<file path="src/rtl/bias_add_2.sv">
// Bias add: loads KERN signed bias coefficients, then adds them channel-interleaved to accumulator
// values, arithmetic-shifts, saturates and streams results out. Define BIAS_ADD_RELU_EN to clamp negatives to 0.
module bias_add_2 #(
  parameter int KERN    = 16,
  parameter int N_PIX   = 64,
  parameter int COEFF_W = 16,
  parameter int ACC_W   = 32,
  parameter int OUT_W   = 16,
  parameter int SHIFT   = 8
) (
  input  logic                      ap_clk,
  input  logic                      ap_rst_n,
  input  logic signed [COEFF_W-1:0] bias_V_dout,
  input  logic                      bias_V_empty_n,
  output logic                      bias_V_read,
  input  logic signed [ACC_W-1:0]   acc_V_dout,
  input  logic                      acc_V_empty_n,
  output logic                      acc_V_read,
  output logic signed [OUT_W-1:0]   output_V_din,
  input  logic                      output_V_full_n,
  output logic                      output_V_write
);

  localparam int LD_W  = (KERN > 1) ? $clog2(KERN) : 1;
  localparam int PIX_W = (N_PIX > 1) ? $clog2(N_PIX) : 1;
  localparam logic [LD_W-1:0]  LAST_CH  = LD_W'(KERN - 1);
  localparam logic [PIX_W-1:0] LAST_PIX = PIX_W'(N_PIX - 1);
  localparam logic signed [ACC_W:0] SAT_MAX =
    $signed({{(ACC_W + 2 - OUT_W){1'b0}}, {(OUT_W - 1){1'b1}}});
  localparam logic signed [ACC_W:0] SAT_MIN = ~SAT_MAX;
  localparam logic signed [OUT_W-1:0] OUT_MAX = {1'b0, {(OUT_W - 1){1'b1}}};
  localparam logic signed [OUT_W-1:0] OUT_MIN = ~OUT_MAX;

  typedef enum logic {LOAD = 1'b0, RUN = 1'b1} state_t;

  state_t                    state, state_next;
  logic [LD_W-1:0]           ld_cnt, ch_cnt;
  logic [PIX_W-1:0]          pix_cnt;
  logic signed [COEFF_W-1:0] bank [KERN];
  logic                      out_valid;
  logic signed [OUT_W-1:0]   out_data;

  logic                      bias_pop, acc_pop, last_coeff, last_acc;
  logic signed [COEFF_W-1:0] bias_sel;
  logic signed [ACC_W:0]     sum, shifted;
  logic signed [OUT_W-1:0]   sat_val, result;

  // Reads are gated by ap_rst_n so nothing pops while reset is held.
  always_comb begin
    bias_pop   = ap_rst_n && (state == LOAD) && bias_V_empty_n;
    acc_pop    = ap_rst_n && (state == RUN) && acc_V_empty_n && (!out_valid || output_V_full_n);
    last_coeff = (ld_cnt == LAST_CH);
    last_acc   = (ch_cnt == LAST_CH) && (pix_cnt == LAST_PIX);
  end

  // NOTE: every always_comb output gets a default first so no path can infer a latch.
  always_comb begin
    state_next = state;
    case (state)
      LOAD:    if (bias_pop && last_coeff) state_next = RUN;
      RUN:     if (acc_pop && last_acc)    state_next = LOAD;
      default: state_next = LOAD;
    endcase
  end

  always_ff @(posedge ap_clk or negedge ap_rst_n) begin
    if (!ap_rst_n) state <= LOAD;
    else           state <= state_next;
  end

  always_ff @(posedge ap_clk or negedge ap_rst_n) begin
    if (!ap_rst_n) begin
      ld_cnt  <= '0;
      ch_cnt  <= '0;
      pix_cnt <= '0;
    end else if (bias_pop) begin
      if (last_coeff) begin
        ld_cnt  <= '0;
        ch_cnt  <= '0;
        pix_cnt <= '0;
      end else begin
        ld_cnt <= ld_cnt + LD_W'(1);
      end
    end else if (acc_pop) begin
      if (ch_cnt == LAST_CH) begin
        ch_cnt  <= '0;
        pix_cnt <= (pix_cnt == LAST_PIX) ? '0 : pix_cnt + PIX_W'(1);
      end else begin
        ch_cnt <= ch_cnt + LD_W'(1);
      end
    end
  end

  // NOTE: the bank is reset explicitly so a restarted load never sees stale coefficients;
  // a reset memory cannot map to RAM, which is acceptable for a per-channel register bank.
  always_ff @(posedge ap_clk or negedge ap_rst_n) begin
    if (!ap_rst_n) begin
      for (int i = 0; i < KERN; i++) bank[i] <= '0;
    end else if (bias_pop) begin
      bank[ld_cnt] <= bias_V_dout;
    end
  end

  // The add is one bit wider than the accumulator so it can never wrap before saturation.
  always_comb begin
    bias_sel = bank[ch_cnt];
    sum      = {acc_V_dout[ACC_W-1], acc_V_dout}
             + {{(ACC_W + 1 - COEFF_W){bias_sel[COEFF_W-1]}}, bias_sel};
    shifted  = sum >>> SHIFT;
    if (shifted > SAT_MAX)      sat_val = OUT_MAX;
    else if (shifted < SAT_MIN) sat_val = OUT_MIN;
    else                        sat_val = shifted[OUT_W-1:0];
`ifdef BIAS_ADD_RELU_EN
    result = sat_val[OUT_W-1] ? '0 : sat_val;
`else
    result = sat_val;
`endif
  end

  // A pop always reloads the register, so a transfer and a pop in one cycle leave no bubble.
  always_ff @(posedge ap_clk or negedge ap_rst_n) begin
    if (!ap_rst_n) begin
      out_valid <= 1'b0;
      out_data  <= '0;
    end else if (acc_pop) begin
      out_valid <= 1'b1;
      out_data  <= result;
    end else if (out_valid && output_V_full_n) begin
      out_valid <= 1'b0;
    end
  end

  assign bias_V_read    = bias_pop;
  assign acc_V_read     = acc_pop;
  assign output_V_write = out_valid;
  assign output_V_din   = out_data;

endmodule

</file>
<file path="config.mk">
export PLATFORM = sky130hd
export DESIGN_NAME = bias_add_2
export DESIGN_NICKNAME = d
export VERILOG_FILES = /design/src/rtl/bias_add_2.sv
export SDC_FILE = /design/constraint.sdc
export NUM_CORES = 1
export LEC_CHECK = 0
export ABC_AREA = 1
export BUFFER_PORTS_ARGS = -buffer_cell sky130_fd_sc_hd__buf_4
export CAP_MARGIN = 25
export CORE_MARGIN = 2
export CORE_UTILIZATION = 62
export CTS_BUF_LIST = sky130_fd_sc_hd__clkbuf_16
export DETAILED_ROUTE_END_ITERATION = 16
export PLACE_DENSITY = 0.88
export SETUP_SLACK_MARGIN = 0.1
export SLEW_MARGIN = 40
export SYNTH_ARGS = -nofsm -noshare
export SYNTH_HDL_FRONTEND = slang
export SYNTH_SLANG_ARGS = --single-unit
</file>
<file path="constraint.sdc">
create_clock -name ap_clk -period 5.2 [get_ports ap_clk]
set_input_delay 1.04 -clock ap_clk [delete_from_list [all_inputs] [get_ports ap_clk]]
set_output_delay 1.04 -clock ap_clk [all_outputs]
set_load 0.005 [all_outputs]
</file>
# Word level (Yosys, flattened, before mapping)
# Index checks and enable logic that the tools add are counted.
# word_totals
ff_bits,288
# classes
addsub,4
n_lt_le_gt_ge,5
eq_ne,4
muxes,23
n_bitwise,3
n_reduce_logical,17
# ops
operator,count
$bwmux 256,1
$mux 16,5
$bmux 16 s4,1
$demux 16 s4,1
$add 32x16->33,1
$mux 6,5
$gt 25x16->1 const B,1
$lt 25x16->1 const B,1
$mux 4,5
$ge 5x5->1 const B,2
$logic_and 1x1->1,10
$not 4->5,2
$add 4x1->4 const B,2
$eq 4x4->1 const B,2
$add 6x1->6 const B,1
$eq 6x6->1 const B,1
$reduce_bool 2->1,3
$lt 5x1->1 const B,1
$mux 1,4
$reduce_and 3->1,1
$ne 2x1->1 const B,1
$pmux 1 s2,1
$reduce_and 2->1,1
$logic_not 1->1,1
2 further kinds,2

# Depth between registers and ports, before layout
# Gate-level depths: netlist of run 1.
# depth
depth_word,8
depth_mapped,28

# Least setup slack after synthesis of run 1
# OpenSTA, ideal clock, no wires.
# synth_path
kind,reg2reg
start,reg ch_cnt[0]
end,reg out_data[10] (netlist: output_V_din[10])
setup_time_ns,0.121
arrival_ns,3.953
path_slack_ns,1.127
path_stages_with_launch,23
synth_period_minus_slack_ns,4.073
path_cell_list,dfrtp_1 inv_2 buf_6 clkbuf_1 clkbuf_1 nand2_1 a221oi_1 o21ai_0 nand2_1 ha_1 a21oi_1 o21ai_0 inv_1 nor2_1 a2111oi_0 nand2_1 nand2_1 nand2_1 nor2_1 nand2_1 a21oi_4 buf_6 a21oi_2
# synth_between
elab_chain_len,8
elab_cells_between_ends,9
# synth_rtl
item,line_no,rtl
start: declaration,37,"logic [LD_W-1:0] ld_cnt, ch_cnt;"
start signal: assignment,89,ch_cnt <= ch_cnt + LD_W'(1);
$not 4->5 (not written as such) *,106,bias_sel = bank[ch_cnt];
$bmux 16 s4 *,106,
$mux 16 (not written as such) * (2 in a row),106,
$add 32x16->33 *,108,"+ {{(ACC_W + 1 - COEFF_W){bias_sel[COEFF_W-1]}}, bias_sel};"
$lt 25x16->1,111,else if (shifted < SAT_MIN) sat_val = OUT_MIN;
$mux 16,111,
$mux 16 *,110,if (shifted > SAT_MAX) sat_val = OUT_MAX;
end signal: assignment,127,out_data <= result;
end: declaration,41,logic signed [OUT_W-1:0] out_data;
# Every way passes the cells marked *; elsewhere a longest branch is shown, timed or not. The select of a mux whose other input is x is not followed.
# A chain may end at the register's enable or synchronous reset.

# Final worst setup path of run 1
# layout_path
start,reg ch_cnt[0]
end,reg out_data[3] (netlist: output_V_din[3])
# Same word-level chain as after synthesis.

==> results.tsv, run 1 <==
stage	metric	value	unit
synth	sequential-to-total area share from yosys stat	0.4904	
global_routing	initial antenna violation count	0	
final_layout	Layout Cells excl Fill	2210	
global_routing	vias in the first global route	13040	
drt	DRC viols	0	
drt	drt total wl	42.53	mm
clock_network	clk root buf	clkbuf_16	
floorplan	die area	24950	um2
floorplan	IO Pins	72	
synth	commonest cells in the netlist	nand2_1 (504), o21ai_0 (372), dfrtp_1 (288)	
synth	leading area contributor after synthesis	dfrtp_1	
synth	Yosys warning count	0	
drt	WL/cell	19.24	um
synth	area share of the largest cell type after synthesis	0.4904	
global_routing	pin count of the biggest net entering global routing	102	
synth	Synth area leaders	dfrtp_1 (49%), nand2_1 (13%), o21ai_0 (13%)	
worst_hold_path	Worst Hold Class	in2async	
drt	Final ANT Viol Nets	0	
power	Leak	7.612	nW
critical_path	Max FO, Critical Path	51	
synth	number of distinct library cells after synthesis	39	
clock_network	post-CTS setup buffer count	0	
place	Final HPWL DP	26.67	mm
critical_path	Crit. End Element	flip-flop	
timing	f_max	219.1	MHz
synth	most common cell in the synthesized netlist	nand2_1	
floorplan	chip height	158.0	um
drt	vias	13700	
timing	RSZ-0062 raised after global routing	no	
synth	Synth Flop Type	dfrtp_1	
place	Placed Cells	2157	
drt	1st-iter DRT viols	1692	
synth	Post-synth EDFFs	0	
place	RePlAce Congestion	0.9876	
timing	Final setup violation count	0	
floorplan	die width	158.0	um
synth	synthesized flop and latch total	288	
power	pwr dens	532.2	nW/um2
global_routing	GRT overflow	0	
timing	Rel. slew slack	0.4558	
critical_path	Critical Path RT	5.61	ns
timing	crit share post-route	0.8776	
clock_network	CTS Buffer Depth	3	
timing	Final TNS setup	0	ns
final_layout	area grow syn2layout	12.63	%
synth	synthesized instance count	1849	
drt	drt first pass iters	6	
global_routing	first-pass GRT wire length	68.12	mm
clock_network	worst skew pair latency	0.57	ns
timing	clk_skew	0.01838	ns
critical_path	CP arrival	4.98	ns
power	peak supply drop	322.4	uV
synth	Avg Inst Size Synth	7.948	um2
final_layout	share of layout cells above drive strength 1	0.09783	
critical_path	Worst Setup Start Kind	flip-flop	
timing	hold violation count in the final report	0	
clock_network	CTS tree	done	
floorplan	row cnt	56	
timing	Period minus WS final	4.563	ns
clock_network	clk sinks	288	
place	IO buf count	71	
floorplan	Initial Util	0.6279	
global_routing	Tot GR Track Use	0.3502	
critical_path	CP Class	reg2reg	
timing	Slew Limit Fails	0	
clock_network	H-tree levels	1	
floorplan	core box area	23400	um2
power	Final Power	8.808	mW
timing	Worst-Margin Slew	0.8154	ns
clock_network	cts hold-fix bufs	0	
outcome	outcome	finished clean	
synth	syn nets	1939	
final_layout	Post-layout nets	1959	
synth	Async SR Flop Fraction	1.000	
clock_network	clock buffer count from CTS	28	
final_layout	ant diodes	0	
job	max_cap viols	0	
synth	mapped cell area	14700	um2
drt	routed vias/inst	6.197	
clock_network	CTS clk-pin slew, worst paths	0.07	ns
clock_network	post-CTS sizing	0	
-- cells in the final DEF (no fill, tap or decap), drive strengths merged, types with 3 or more instances in the layout --
cell type    n
nand4       25
a221oi      18
dfrtp      288
nor4         6
nor3        12
o21ai      374
clkbuf      28
nand2      521
o211a        3
xor2        18
o22ai       21
o221ai      12
nor2       125
clkinv      14
o21a         7
a21oi      100
ha          37
inv         88
buf        106
bufinv       8
nand3       67
-- power breakdown --
part           leakage [nW]  internal (mW)  switching [mW]
logic                  3.17           1.36            2.79
registers              3.93           2.32          0.0554
clock network         0.517           1.38           0.902
total                  7.61           5.06            3.75
-- per-stage QoR --
| stage | cell area, um2 | setup WS [ns] | util | hold WS (ns) |
|---|---|---|---|---|
| 3_5_place_dp | 15490 | 0.6014 | 0.6618 | 0.4672 |
| 4_1_cts | 16530 | 0.5503 | 0.7065 | 0.4152 |
| 5_1_grt | 16550 | 0.1719 | 0.7072 | 0.4352 |
| 3_3_place_gp | 15460 | 0.8339 | 0.6607 | 0.4603 |
| 2_1_floorplan | 14700 | 1.127 | - | 0.4478 |
| 6_report | 16550 | 0.6365 | 0.7072 | 0.3946 |
-- critical path: stages (launching register included) --
cell and delay [ns]:
dfrtp_4 0.43, buf_4 0.47, a21oi_1 0.16, a221oi_1 0.31
o21ai_0 0.14, nand2_1 0.43, ha_1 0.42, a21oi_1 0.22
o21ai_0 0.13, inv_1 0.08, nor2_1 0.05, a2111oi_1 0.32
dlymetal6s2s_1 0.25, nand2_1 0.09, nand2_1 0.06, nand2_1 0.05
nor2_1 0.09, nand2_1 0.09, a21oi_4 0.46, a21oi_1 0.14
-- logic make-up (layout without fill, tap and decap cells) --
kind of cell | count (synthesis) | after routing | share of synthesized area
compound gates | 541 | 541 | 0.2006
xor+xnor | 20 | 20 | 0.01320
fa+ha+maj | 37 | 37 | 0.03150
buf+inv | 205 | 247 | 0.05458
flops | 288 | 288 | 0.4904
simple gates | 758 | 758 | 0.2097
-- final cells by class --
type / instances / area [um2]
Tap cell: 319 / 399.1
Clock buffer: 28 / 700.7
Multi-Input combinational cell: 1356 / 6688
Inverter: 88 / 331.6
Fill cell: 1825 / 6852
Sequential cell: 288 / 7211
Timing Repair Buffer: 107 / 877.1
Clock inverter: 24 / 344.1
-- flip-flops by register name, summed over array words and instances (netlist names) --
signal          cells
output_V_din       16
ld_cnt              4
ch_cnt              4
pix_cnt             6
state               1
output_V_write      1
bank              256
-- path summary, 6_finish.rpt --
path | startpoint | to | slack (ns) | cells after the start
min reg2reg | bank[107] | bank[107] | 0.48 | 2
min in group ap_clk | bank[107] | bank[107] | 0.48 | 2
max reg2reg | ch_cnt[0] | output_V_din[3] | 0.64 | 19
max | ch_cnt[0] | output_V_din[3] | 0.64 | 19
max in group asynchronous | ap_rst_n | bank[88] | 3.52 | 3
min | ap_rst_n | bank[125] | 0.39 | 1
-- metal layers --
metal / vias up / track usage / wire length [um]
li1: 6269 / - / -
met1: 6471 / 0.4800 / 16690
met2: 799 / 0.5482 / 18980
met3: 157 / 0.07336 / 4961
met4: 0 / 0.1424 / 1893
met5: - / 0 / 0
(Power assumes the default switching activity.)
==> inputs of run 2 (changes only) <==
Settings changed: RECOVER_POWER set to 25.
==> results.tsv, run 2 (same netlist as run 1, synthesis figures left out) <==
stage	metric	value	unit	change
global_routing	vias in the first global route	13040		unchanged
outcome	violated checks	capacitance limit, slew limit		
clock_network	CTS clk-pin slew, worst paths	0.07	ns	about the same
place	Post-DP Area	15490	um2	unchanged
floorplan	die width	158.0	um	unchanged
drt	drt total wl	42.77	mm	+0.56%
timing	f_max	217.7	MHz	-0.67%
clock_network	clock buffer count from CTS	28		unchanged
final_layout	share of layout cells above drive strength 1	0.09730		-0.0005288
final_layout	largest reg by FF count	bank		
final_layout	max FFs per register	256		unchanged
final_layout	Post-layout nets	1959		unchanged
clock_network	post-CTS sizing	0		unchanged
critical_path	Slowest-stage cell, CP	inv_1		
drt	DRC viols	0		unchanged
clock_network	clk sinks	288		unchanged
power	pwr dens	532.7	nW/um2	+0.10%
floorplan	die area	24950	um2	unchanged
timing	clk_skew	0.01822	ns	-0.0001570 ns
critical_path	Critical Path RT	5.61	ns	about the same
global_routing	Tot GR Track Use	0.3502		unchanged
clock_network	post-CTS setup buffer count	0		unchanged
drt	routed vias/inst	6.183		-0.23%
floorplan	chip height	158.0	um	unchanged
critical_path	cell mode on critical path	nand2_1		
global_routing	pin count of the biggest net entering global routing	102		unchanged
clock_network	CTS tree	done		
job	max_cap viols	2		+2
place	Final HPWL DP	26.67	mm	unchanged
timing	Final TNS setup	0	ns	unchanged
timing	Slew Limit Fails	134		+134
drt	Final ANT Viol Nets	0		unchanged
floorplan	IO Pins	72		unchanged
clock_network	cts hold-fix bufs	0		unchanged
critical_path	Worst Setup Start Kind	flip-flop		
critical_path	CP Class	reg2reg		
place	RePlAce Congestion	0.9876		unchanged
final_layout	area grow syn2layout	12.50	%	
power	Final Power	8.807	mW	about the same
timing	Rel. slew slack	-0.9495		-1.405
drt	drt first pass iters	7		+1
timing	Worst-Margin Slew	2.924	ns	+2.109 ns
global_routing	first-pass GRT wire length	68.12	mm	unchanged
clock_network	H-tree levels	1		unchanged
critical_path	max incr delay on CP	0.51	ns	+0.04 ns
power	peak supply drop	325.7	uV	+1.0%
floorplan	core box area	23400	um2	unchanged
critical_path	CP arrival	5.00	ns	+0.02 ns
clock_network	clk root buf	clkbuf_16		
timing	crit share post-route	0.8835		+0.005902
power	Leak	7.603	nW	-0.12%
outcome	outcome	finished, violations left		
final_layout	most frequent cells in the layout	nand2_1 (504), o21ai_0 (372), dfrtp_1 (287)		
drt	vias	13660		-0.23%
floorplan	Initial Util	0.6279		unchanged
final_layout	final instance area	16530	um2	-0.11%
clock_network	CTS Buffer Depth	3		unchanged
critical_path	crit-path cells	buf_4, nand2_1, buf_4, inv_1, nand3_1, nand4_1, nand2_1, ha_1, a21oi_1, o21ai_0, a21oi_1, nand2_2, nand2_1, nand2_1, xnor2_1, nand3_1, nor2_1, nand2_1, a21oi_4, a21oi_1		
global_routing	GRT overflow	0		unchanged
floorplan	row cnt	56		unchanged
clock_network	worst skew pair latency	0.57	ns	about the same
critical_path	Crit. End Element	flip-flop		
final_layout	most common cell after layout, fill and taps aside	nand2_1		
timing	Period minus WS final	4.594	ns	+0.03069 ns
timing	RSZ-0062 raised after global routing	no		
timing	hold violation count in the final report	0		unchanged
critical_path	Max FO, Critical Path	19		-63%
timing	Final setup violation count	0		unchanged
final_layout	ant diodes	0		unchanged
drt	1st-iter DRT viols	1733		+2.4%
drt	WL/cell	19.35	um	+0.56%
place	IO buf count	71		unchanged
worst_hold_path	Worst Hold Class	in2async		
global_routing	initial antenna violation count	0		unchanged
run 2: stage by stage:
step,utilization,hold WS [ns],cells,worst slack (ns)
floorplan,-,0.4478,1849,1.127
global placement,0.6607,0.4603,2156,0.8339
detailed placement,0.6618,0.4672,2157,0.6014
CTS,0.7065,0.4152,2209,0.5503
global route,0.7064,0.4301,2210,0.1719
finish,0.7064,0.3906,2210,0.6058
run 2: cell type report:
cell class	count	area [um2]
Clock buffer	28	700.7
Multi-Input combinational cell	1356	6688
Timing Repair Buffer	107	858.3
Sequential cell	288	7211
Inverter	88	331.6
Clock inverter	24	344.1
Fill cell	1826	6870
Tap cell	319	399.1
run 2: worst paths after layout:
kind / startpoint / to / slack, ns / cells after the start
worst max-delay path: ch_cnt[1] / output_V_din[3] / 0.61 / 20
worst min-delay path: ap_rst_n / bank[205] / 0.39 / 1
worst max register to register: ch_cnt[1] / output_V_din[3] / 0.61 / 20
worst min register to register: bank[210] / bank[210] / 0.48 / 2
max in group asynchronous: ap_rst_n / bank[139] / 1.66 / 2
min in group ap_clk: bank[210] / bank[210] / 0.48 / 2
run 2: per-layer routing:
layer | GRT usage | up-vias | part of all wire
li1 | - | 6260 | -
met1 | 0.4800 | 6462 | 0.40
met2 | 0.5482 | 790 | 0.45
met3 | 0.07336 | 152 | 0.11
met4 | 0.1424 | 0 | 0.044
met5 | 0 | - | 0
run 2: worst max-delay path: cells and delay by family (launching register included):
kind / cells / cell delay [ns]
AND/OR/NAND/NOR: 10 / 1.14
adder cells (fa/ha/maj): 1 / 0.36
flip-flops: 1 / 0.40
XOR/XNOR: 1 / 0.27
AO/OA/AOI/OAI: 5 / 1.22
buffers and inverters: 3 / 1.02
run 2: power breakdown:
part / internal, mW / switching, mW / total (mW)
Clock: 1.38 / 0.900 / 2.28
Sequential: 2.32 / 0.0551 / 2.37
Combinational: 1.36 / 2.79 / 4.15
Total: 5.06 / 3.75 / 8.81
